[src/rtl/mc_scoreboard_hazard_unit_if.sv]
// Decode/writeback-side bundle for the multi-cycle scoreboard hazard unit.
// master = pipeline (decode + writeback), slave = scoreboard.
interface mc_scoreboard_hazard_unit_if #(
  parameter int NUM_REGS   = 32,
  parameter int REG_ADDR_W = 5,
  parameter int NUM_MC     = 2,
  parameter int MC_IDX_W   = 1
);
  logic                  d_valid;
  logic [REG_ADDR_W-1:0] d_rs1;
  logic                  d_rs1_used;
  logic [REG_ADDR_W-1:0] d_rs2;
  logic                  d_rs2_used;
  logic [REG_ADDR_W-1:0] d_rd;
  logic                  d_rd_write;
  logic                  d_mc;
  logic [MC_IDX_W-1:0]   d_mc_idx;
  logic                  flush;
  logic [NUM_MC-1:0]     cpl_valid;
  logic                  stall;
  logic                  issue;
  logic [NUM_REGS-1:0]   busy_vec;
  logic [NUM_MC-1:0]     unit_busy;
  logic [31:0]           stall_cnt;

  modport master (
    output d_valid, d_rs1, d_rs1_used, d_rs2, d_rs2_used, d_rd, d_rd_write,
           d_mc, d_mc_idx, flush, cpl_valid,
    input  stall, issue, busy_vec, unit_busy, stall_cnt
  );

  modport slave (
    input  d_valid, d_rs1, d_rs1_used, d_rs2, d_rs2_used, d_rd, d_rd_write,
           d_mc, d_mc_idx, flush, cpl_valid,
    output stall, issue, busy_vec, unit_busy, stall_cnt
  );
endinterface

[src/rtl/mc_scoreboard_hazard_unit.sv]
// Scoreboard hazard unit: tracks pending writes of multi-cycle units and stalls decode on RAW/WAW/structural hazards.
// Optional stall-cycle counter enabled by defining HAZ_PERF_CNT_EN.
//
//  state  | meaning
//  S_IDLE | unit free, no destination tracked
//  S_BUSY | unit occupied, r_unit_rd holds its pending destination (0 if it writes nothing)
module mc_scoreboard_hazard_unit #(
  parameter int NUM_REGS   = 32,
  parameter int REG_ADDR_W = 5,
  parameter int NUM_MC     = 2,
  parameter int MC_IDX_W   = 1
) (
  input  logic i_clk,
  input  logic i_rst,
  mc_scoreboard_hazard_unit_if.slave bus
);

  localparam logic [0:0] S_IDLE = 1'b0;
  localparam logic [0:0] S_BUSY = 1'b1;
  localparam logic [NUM_REGS-1:0] REG0_MASK = {{(NUM_REGS-1){1'b1}}, 1'b0};

  logic [0:0]            r_state   [NUM_MC];
  logic [REG_ADDR_W-1:0] r_unit_rd [NUM_MC];
  logic [NUM_REGS-1:0]   r_busy_vec;

  logic [NUM_MC-1:0]     w_unit_busy;
  logic [NUM_MC-1:0]     w_unit_issue;
  logic [NUM_REGS-1:0]   w_clr_vec;
  logic [NUM_REGS-1:0]   w_set_vec;
  logic [NUM_REGS-1:0]   w_pend;
  logic [REG_ADDR_W-1:0] w_rd_tracked;
  logic                  w_idx_ok;
  logic                  w_raw;
  logic                  w_waw;
  logic                  w_struc;
  logic                  w_stall;
  logic                  w_issue;

  // Writeback bypass: a register completing this cycle is no longer pending.
  always_comb begin
    w_clr_vec = '0;
    for (int i = 0; i < NUM_MC; i++) begin
      w_unit_busy[i] = (r_state[i] == S_BUSY);
      if (w_unit_busy[i] && bus.cpl_valid[i])
        w_clr_vec[r_unit_rd[i]] = 1'b1;
    end
  end

  assign w_pend = r_busy_vec & ~w_clr_vec & REG0_MASK;

  always_comb begin
    w_idx_ok = 1'b0;
    w_struc  = 1'b0;
    for (int i = 0; i < NUM_MC; i++) begin
      if (bus.d_mc_idx == MC_IDX_W'(i)) begin
        w_idx_ok = 1'b1;
        w_struc  = w_unit_busy[i] & ~bus.cpl_valid[i];
      end
    end
    // An out-of-range unit index never frees up, so it stalls forever.
    w_struc = bus.d_mc & (w_struc | ~w_idx_ok);
  end

  assign w_raw   = (bus.d_rs1_used & w_pend[bus.d_rs1]) | (bus.d_rs2_used & w_pend[bus.d_rs2]);
  assign w_waw   = bus.d_rd_write & (bus.d_rd != '0) & w_pend[bus.d_rd];
  assign w_stall = ~i_rst & bus.d_valid & ~bus.flush & (w_raw | w_waw | w_struc);
  assign w_issue = ~i_rst & bus.d_valid & ~bus.flush & ~w_stall;

  // Units that write nothing track reg 0 so their completion cannot clear another unit's bit.
  assign w_rd_tracked = bus.d_rd_write ? bus.d_rd : '0;

  always_comb begin
    w_set_vec = '0;
    for (int i = 0; i < NUM_MC; i++)
      w_unit_issue[i] = w_issue & bus.d_mc & (bus.d_mc_idx == MC_IDX_W'(i));
    if (w_issue && bus.d_mc && w_idx_ok && bus.d_rd_write && (bus.d_rd != '0))
      w_set_vec[bus.d_rd] = 1'b1;
  end

  always_ff @(posedge i_clk) begin
    if (i_rst) begin
      r_busy_vec <= '0;
      for (int i = 0; i < NUM_MC; i++) begin
        r_state[i]   <= S_IDLE;
        r_unit_rd[i] <= '0;
      end
    end else begin
      r_busy_vec <= (r_busy_vec & ~w_clr_vec) | w_set_vec;
      for (int i = 0; i < NUM_MC; i++) begin
        case (r_state[i])
          S_IDLE: begin
            if (w_unit_issue[i]) begin
              r_state[i]   <= S_BUSY;
              r_unit_rd[i] <= w_rd_tracked;
            end
          end
          S_BUSY: begin
            if (w_unit_issue[i])
              r_unit_rd[i] <= w_rd_tracked;
            else if (bus.cpl_valid[i])
              r_state[i] <= S_IDLE;
          end
        endcase
      end
    end
  end

`ifdef HAZ_PERF_CNT_EN
  logic [31:0] r_stall_cnt;

  always_ff @(posedge i_clk) begin
    if (i_rst)
      r_stall_cnt <= 32'd0;
    else if (w_stall)
      r_stall_cnt <= r_stall_cnt + 32'd1;
  end

  assign bus.stall_cnt = r_stall_cnt;
`else
  assign bus.stall_cnt = 32'd0;
`endif

  assign bus.stall     = w_stall;
  assign bus.issue     = w_issue;
  assign bus.busy_vec  = r_busy_vec;
  assign bus.unit_busy = w_unit_busy;

  a_mc_idx_legal: assert property (@(posedge i_clk) disable iff (i_rst)
    (bus.d_valid && bus.d_mc) |-> w_idx_ok);

endmodule

[src/flat_wrapper.sv]
// flat-port wrapper written by rule: the top's interface ports become plain ports
module mc_scoreboard_hazard_unit_flat 
#(
  parameter int NUM_REGS   = 32,
  parameter int REG_ADDR_W = 5,
  parameter int NUM_MC     = 2,
  parameter int MC_IDX_W   = 1
)
  (i_clk, i_rst, bus_d_valid, bus_d_rs1, bus_d_rs1_used, bus_d_rs2, bus_d_rs2_used, bus_d_rd, bus_d_rd_write, bus_d_mc, bus_d_mc_idx, bus_flush, bus_cpl_valid, bus_stall, bus_issue, bus_busy_vec, bus_unit_busy, bus_stall_cnt);
  mc_scoreboard_hazard_unit_if #(.NUM_REGS(NUM_REGS), .REG_ADDR_W(REG_ADDR_W), .NUM_MC(NUM_MC), .MC_IDX_W(MC_IDX_W)) bus_i ();
  input  logic i_clk;
  input  logic i_rst;
  input wire logic [$bits(bus_i.d_valid)-1:0] bus_d_valid;
  input wire logic [$bits(bus_i.d_rs1)-1:0] bus_d_rs1;
  input wire logic [$bits(bus_i.d_rs1_used)-1:0] bus_d_rs1_used;
  input wire logic [$bits(bus_i.d_rs2)-1:0] bus_d_rs2;
  input wire logic [$bits(bus_i.d_rs2_used)-1:0] bus_d_rs2_used;
  input wire logic [$bits(bus_i.d_rd)-1:0] bus_d_rd;
  input wire logic [$bits(bus_i.d_rd_write)-1:0] bus_d_rd_write;
  input wire logic [$bits(bus_i.d_mc)-1:0] bus_d_mc;
  input wire logic [$bits(bus_i.d_mc_idx)-1:0] bus_d_mc_idx;
  input wire logic [$bits(bus_i.flush)-1:0] bus_flush;
  input wire logic [$bits(bus_i.cpl_valid)-1:0] bus_cpl_valid;
  output wire logic [$bits(bus_i.stall)-1:0] bus_stall;
  output wire logic [$bits(bus_i.issue)-1:0] bus_issue;
  output wire logic [$bits(bus_i.busy_vec)-1:0] bus_busy_vec;
  output wire logic [$bits(bus_i.unit_busy)-1:0] bus_unit_busy;
  output wire logic [$bits(bus_i.stall_cnt)-1:0] bus_stall_cnt;
  assign bus_i.d_valid = bus_d_valid;
  assign bus_i.d_rs1 = bus_d_rs1;
  assign bus_i.d_rs1_used = bus_d_rs1_used;
  assign bus_i.d_rs2 = bus_d_rs2;
  assign bus_i.d_rs2_used = bus_d_rs2_used;
  assign bus_i.d_rd = bus_d_rd;
  assign bus_i.d_rd_write = bus_d_rd_write;
  assign bus_i.d_mc = bus_d_mc;
  assign bus_i.d_mc_idx = bus_d_mc_idx;
  assign bus_i.flush = bus_flush;
  assign bus_i.cpl_valid = bus_cpl_valid;
  assign bus_stall = bus_i.stall;
  assign bus_issue = bus_i.issue;
  assign bus_busy_vec = bus_i.busy_vec;
  assign bus_unit_busy = bus_i.unit_busy;
  assign bus_stall_cnt = bus_i.stall_cnt;
  mc_scoreboard_hazard_unit #(.NUM_REGS(NUM_REGS), .REG_ADDR_W(REG_ADDR_W), .NUM_MC(NUM_MC), .MC_IDX_W(MC_IDX_W)) u_core (.i_clk(i_clk), .i_rst(i_rst), .bus(bus_i));
endmodule
[config.mk]
export PLATFORM = sky130hd
export DESIGN_NAME = mc_scoreboard_hazard_unit_flat
export DESIGN_NICKNAME = d
export VERILOG_FILES = /design/src/rtl/mc_scoreboard_hazard_unit_if.sv /design/src/rtl/mc_scoreboard_hazard_unit.sv /design/src/flat_wrapper.sv
export SDC_FILE = /design/constraint.sdc
export NUM_CORES = 1
export LEC_CHECK = 0
export CAP_MARGIN = 20
export CORE_MARGIN = 2
export CORE_UTILIZATION = 53
export DETAILED_ROUTE_END_ITERATION = 10
export PLACE_DENSITY = 0.86
export SLEW_MARGIN = 0
export SYNTH_ARGS = -nofsm -noshare
export SYNTH_HDL_FRONTEND = slang
export SYNTH_SLANG_ARGS = --single-unit
export TNS_END_PERCENT = 50
[constraint.sdc]
create_clock -name i_clk -period 6.7 [get_ports i_clk]
set_clock_uncertainty 0.15 [all_clocks]
set_input_delay 0.67 -clock i_clk [delete_from_list [all_inputs] [get_ports i_clk]]
set_output_delay 0.67 -clock i_clk [all_outputs]
set_load 0.01 [all_outputs]
==> metrics.yaml <==
run_status:
  status: "finished, final reports clean"
placement:
  place_ws_ns: 1.62
  hpwl_um: 9620
  port-buffer-count: 61
  gp_congestion: 0.964
pwr:
  power_switching_w: 0.000178
  power.density_nw_per_um2: 149
  power_frac_seq_pct: 46.5
  switching_share_pct: 29.4
  worst_ir_drop_vdd_mv: 0.107
  clockPowerShare_pct: 34.0
  p_int_w: 0.000428
  total_power_w: 0.000605
  pwr-share-comb_pct: 19.4
  p_leak_nw: 1.33
worst_setup_path:
  reg2reg_to: "u_core.r_unit_rd[0][1]"
  rr_worst_depth: 9
  slowest_stage: "o221ai_1"
  cp_common_cell: "clkdlybuf4s50_1"
  r2r-start: "u_core.r_unit_rd[0][1]"
  cp_slowest_stage_delay_ns: 0.78
  critPathMaxFanout: 9
  worstPathArrival_ns: 4.41
  critical_path_required_ns: 5.88
  crit_path_end_kind: "output port"
  reg2reg_slack_ns: 2.72
  crit_chain: "clkdlybuf4s50_1 -> nand4bb_1 -> o221ai_1 -> mux2i_1 -> a32oi_1 -> a31oi_1 -> nor3_2 -> and4_4 -> and2_1 -> clkdlybuf4s50_1"
  crit_type: "input pin to output port"
  cp-start-kind: "input pin"
synthesis:
  synth_area_leaders: "dfxtp_1 (19%), edfxtp_1 (9.5%), buf_4 (7.5%), o22ai_1 (5.7%), o221ai_1 (5.3%)"
  ys_async_sr_fraction_pct: 0
  synth_compound_area_share_pct: 22.8
  yosys.area.top_type: "dfxtp_1"
  ys_types: 63
  synth-seq-cells: 44
  synth_cells: 396
  syn_area_um2: 3480
  avgSynthCellArea_um2: 8.80
  synth_edf_count: 11
  synth_xor_area_share_pct: 0
  synthFlopType: "dfxtp_1"
  synth_top_family_by_area: "simple AND/OR/NAND/NOR gates"
  synth_top_area_share_pct: 19.0
  synthSimpleGateAreaFrac_pct: 30.6
  ys_seq_area_share_pct: 28.4
  synth_warnings: 0
  synth.area.mux_share_pct: 6.97
  synth_adder_area_share_pct: 0
cells_and_area:
  multiInputGateArea_um2: 2220
  seqCellArea_um2: 991
  area_growth_pct: 17.0
  fillers: 521
  layout-drive-gt1-share_pct: 9.75
  final_nets: 466
  diodes: 0
cts:
  root_buffer: "clkbuf_8"
  cts_tree: "yes"
  post_cts_resized: 0
  cts.reportedPaths.clkPinSlew_ns: 0.08
  cts_setup_buffers: 0
  cts_made_buffers: 5
  clock_sinks: 44
  clk_latency_ns: 0.30
  cts_buffer_depth: 2
  cts_hold_buffers: 0
  htreeDepth: 2
sta:
  slew_headroom_pct: 42.8
  finalSetupTns_ns: 0
  max_freq_mhz: 191
  holdWs_ns: 0.328
  min_period_over_period_pct: 78.0
  setup_ws_ns: 1.47
  post-route-min-period_ns: 5.23
  hold_viol_final: 0
  slew_violations: 0
  rsz0062_at_grt: "false"
  setup_viol: 0
  tightestPinTransition_ns: 0.851
routing:
  ant_nets: 0
  drc_errors: 0
  via_per_inst: 7.04
  wl_um: 12800
  num_vias: 3646
  drt_iter0_drc: 603
  wl_per_cell_um: 24.8
  drtPass1Iterations: 5
floorplanning:
  die_h_um: 85.1
  die-area_um2: 7240
  io_pins: 94
  initial_core_util_pct: 54.9
  die_x_um: 85.1
  rows: 29
  coreArea_um2: 6350
grt:
  grt_max_degree: 40
  grt_pass1_wl_um: 19800
  antenna_found_initial: 0
  grt_util_all_layers_pct: 35.5
  grt_remaining_overflow: 0
  grt_pass1_vias: 3348
worst_hold_path:
  min_path_type: "flip-flop to flip-flop"
  min_delay_path_depth: 1
  hold_end: "u_core.bus.busy_vec[0]"
  hold_start: "u_core.bus.busy_vec[0]"
job:
  drv_cap: 0
-- cells in the final DEF, fill, tap and decap left out, drive strengths merged, types with 2 or more instances in the layout --
| cell type | count |
|---|---|
| clkdlybuf4s50 | 61 |
| edfxtp | 11 |
| nand2 | 23 |
| o221ai | 31 |
| a211oi | 2 |
| dfxtp | 33 |
| nor3 | 12 |
| a31oi | 4 |
| nor4 | 2 |
| mux2 | 2 |
| o21ai | 9 |
| clkinv | 2 |
| and2 | 5 |
| buf | 3 |
| conb | 32 |
| mux4 | 4 |
| nor2 | 29 |
| and3 | 8 |
| nor3b | 8 |
| nand4 | 9 |
| and4 | 2 |
| a21oi | 6 |
| o211ai | 3 |
| o22ai | 33 |
| a32oi | 3 |
| nand4b | 7 |
| nand2b | 7 |
| nand3b | 9 |
| nand3 | 31 |
| mux2i | 13 |
| clkbuf | 6 |
| or3 | 2 |
| nor2b | 3 |
| or3b | 5 |
| a22oi | 2 |
| nand4bb | 4 |
| inv | 5 |
-- state kept, by name, summed over array words and instances, names as in the netlist --
signal	cells
u_core.bus.busy_vec	32
u_core.r_state	2
u_core.r_unit_rd	10
-- cells by family (layout without fill, tap and decap cells) --
family	Yosys count	after routing
simple gates	171	171
other cells	1	32
buf+inv	64	78
mux	19	19
flops	44	44
compound gates	97	97
-- power groups by stage --
| stage | Combinational, W | Sequential (W) | Clock [W] |
|---|---|---|---|
| 3_5_place_dp | 0.000114 | 0.000287 | 0 |
| 4_1_cts | 0.000114 | 0.000281 | 0.000205 |
| 6_report | 0.000118 | 0.000282 | 0.000206 |
| 5_1_grt | 0.000126 | 0.000282 | 0.000213 |
| 3_3_place_gp | 0.000113 | 0.000287 | 0 |
| 2_1_floorplan | 0.0000925 | 0.000285 | 0 |
-- per-stage QoR --
stage	std cells	instance area [um2]	util [%]
4_1_cts	518	4080	64.2
5_1_grt	518	4080	64.2
6_report	518	4080	64.2
2_1_floorplan	427	3600	-
3_5_place_dp	510	3970	62.5
3_3_place_gp	510	3970	62.5
-- critical path: cells and delay by family --
kind	cells	cell delay (ns)
and+or+nand+nor	4	1.32
muxes	1	0.17
AOI/OAI and AO/OA	3	1.11
buffers and inverters	2	1.12
-- worst max path at each step --
stage                          start        end  slack (ns)  cells past startpoint
finish              bus_cpl_valid[0]  bus_issue        1.47                     10
global route        bus_cpl_valid[0]  bus_issue        1.41                     10
CTS                 bus_cpl_valid[0]  bus_issue        1.59                     10
detailed placement  bus_cpl_valid[0]  bus_issue        1.62                     10
global placement    bus_cpl_valid[0]  bus_issue        1.58                     10
floorplan           bus_cpl_valid[0]  bus_issue        3.15                      9
-- cells in the mapped netlist (3+ instances only) --
cell / instances
mux2i_1: 13
nor3_1: 10
and2_1: 5
o21ai_0: 5
nand4b_1: 5
nand4_1: 8
nand3_4: 3
clkbuf_1: 16
nand4bb_1: 4
a32oi_1: 3
and3_1: 8
inv_1: 5
nor2_1: 28
o21ai_1: 3
a31oi_1: 3
o211ai_1: 3
nor3b_1: 8
nand3b_1: 9
a21oi_1: 5
o221ai_1: 21
dfxtp_1: 33
buf_4: 35
o221ai_2: 9
mux4_2: 4
nand3_1: 28
buf_2: 4
o22ai_1: 32
nand2b_1: 7
nor2b_1: 3
or3b_1: 4
edfxtp_1: 11
nand2_1: 23
-- layer usage --
| layer | up-vias | track usage [%] | wire length (um) |
|---|---|---|---|
| li1 | 1589 | - | - |
| met1 | 1721 | 49.9 | 5240 |
| met2 | 306 | 54.9 | 5670 |
| met3 | 30 | 7.98 | 1600 |
| met4 | 0 | 10.2 | 318 |
| met5 | - | 0 | 0 |
-- cell type report --
class / count / area share, %
clock inverters: 2 / 0.860
inverters: 6 / 0.553
repair buffers: 64 / 15.5
multi-input cells: 319 / 54.6
flip-flops and latches: 44 / 24.3
clock buffers: 6 / 1.78
well taps: 77 / 2.36
Power figures use the tool's default switching activity.
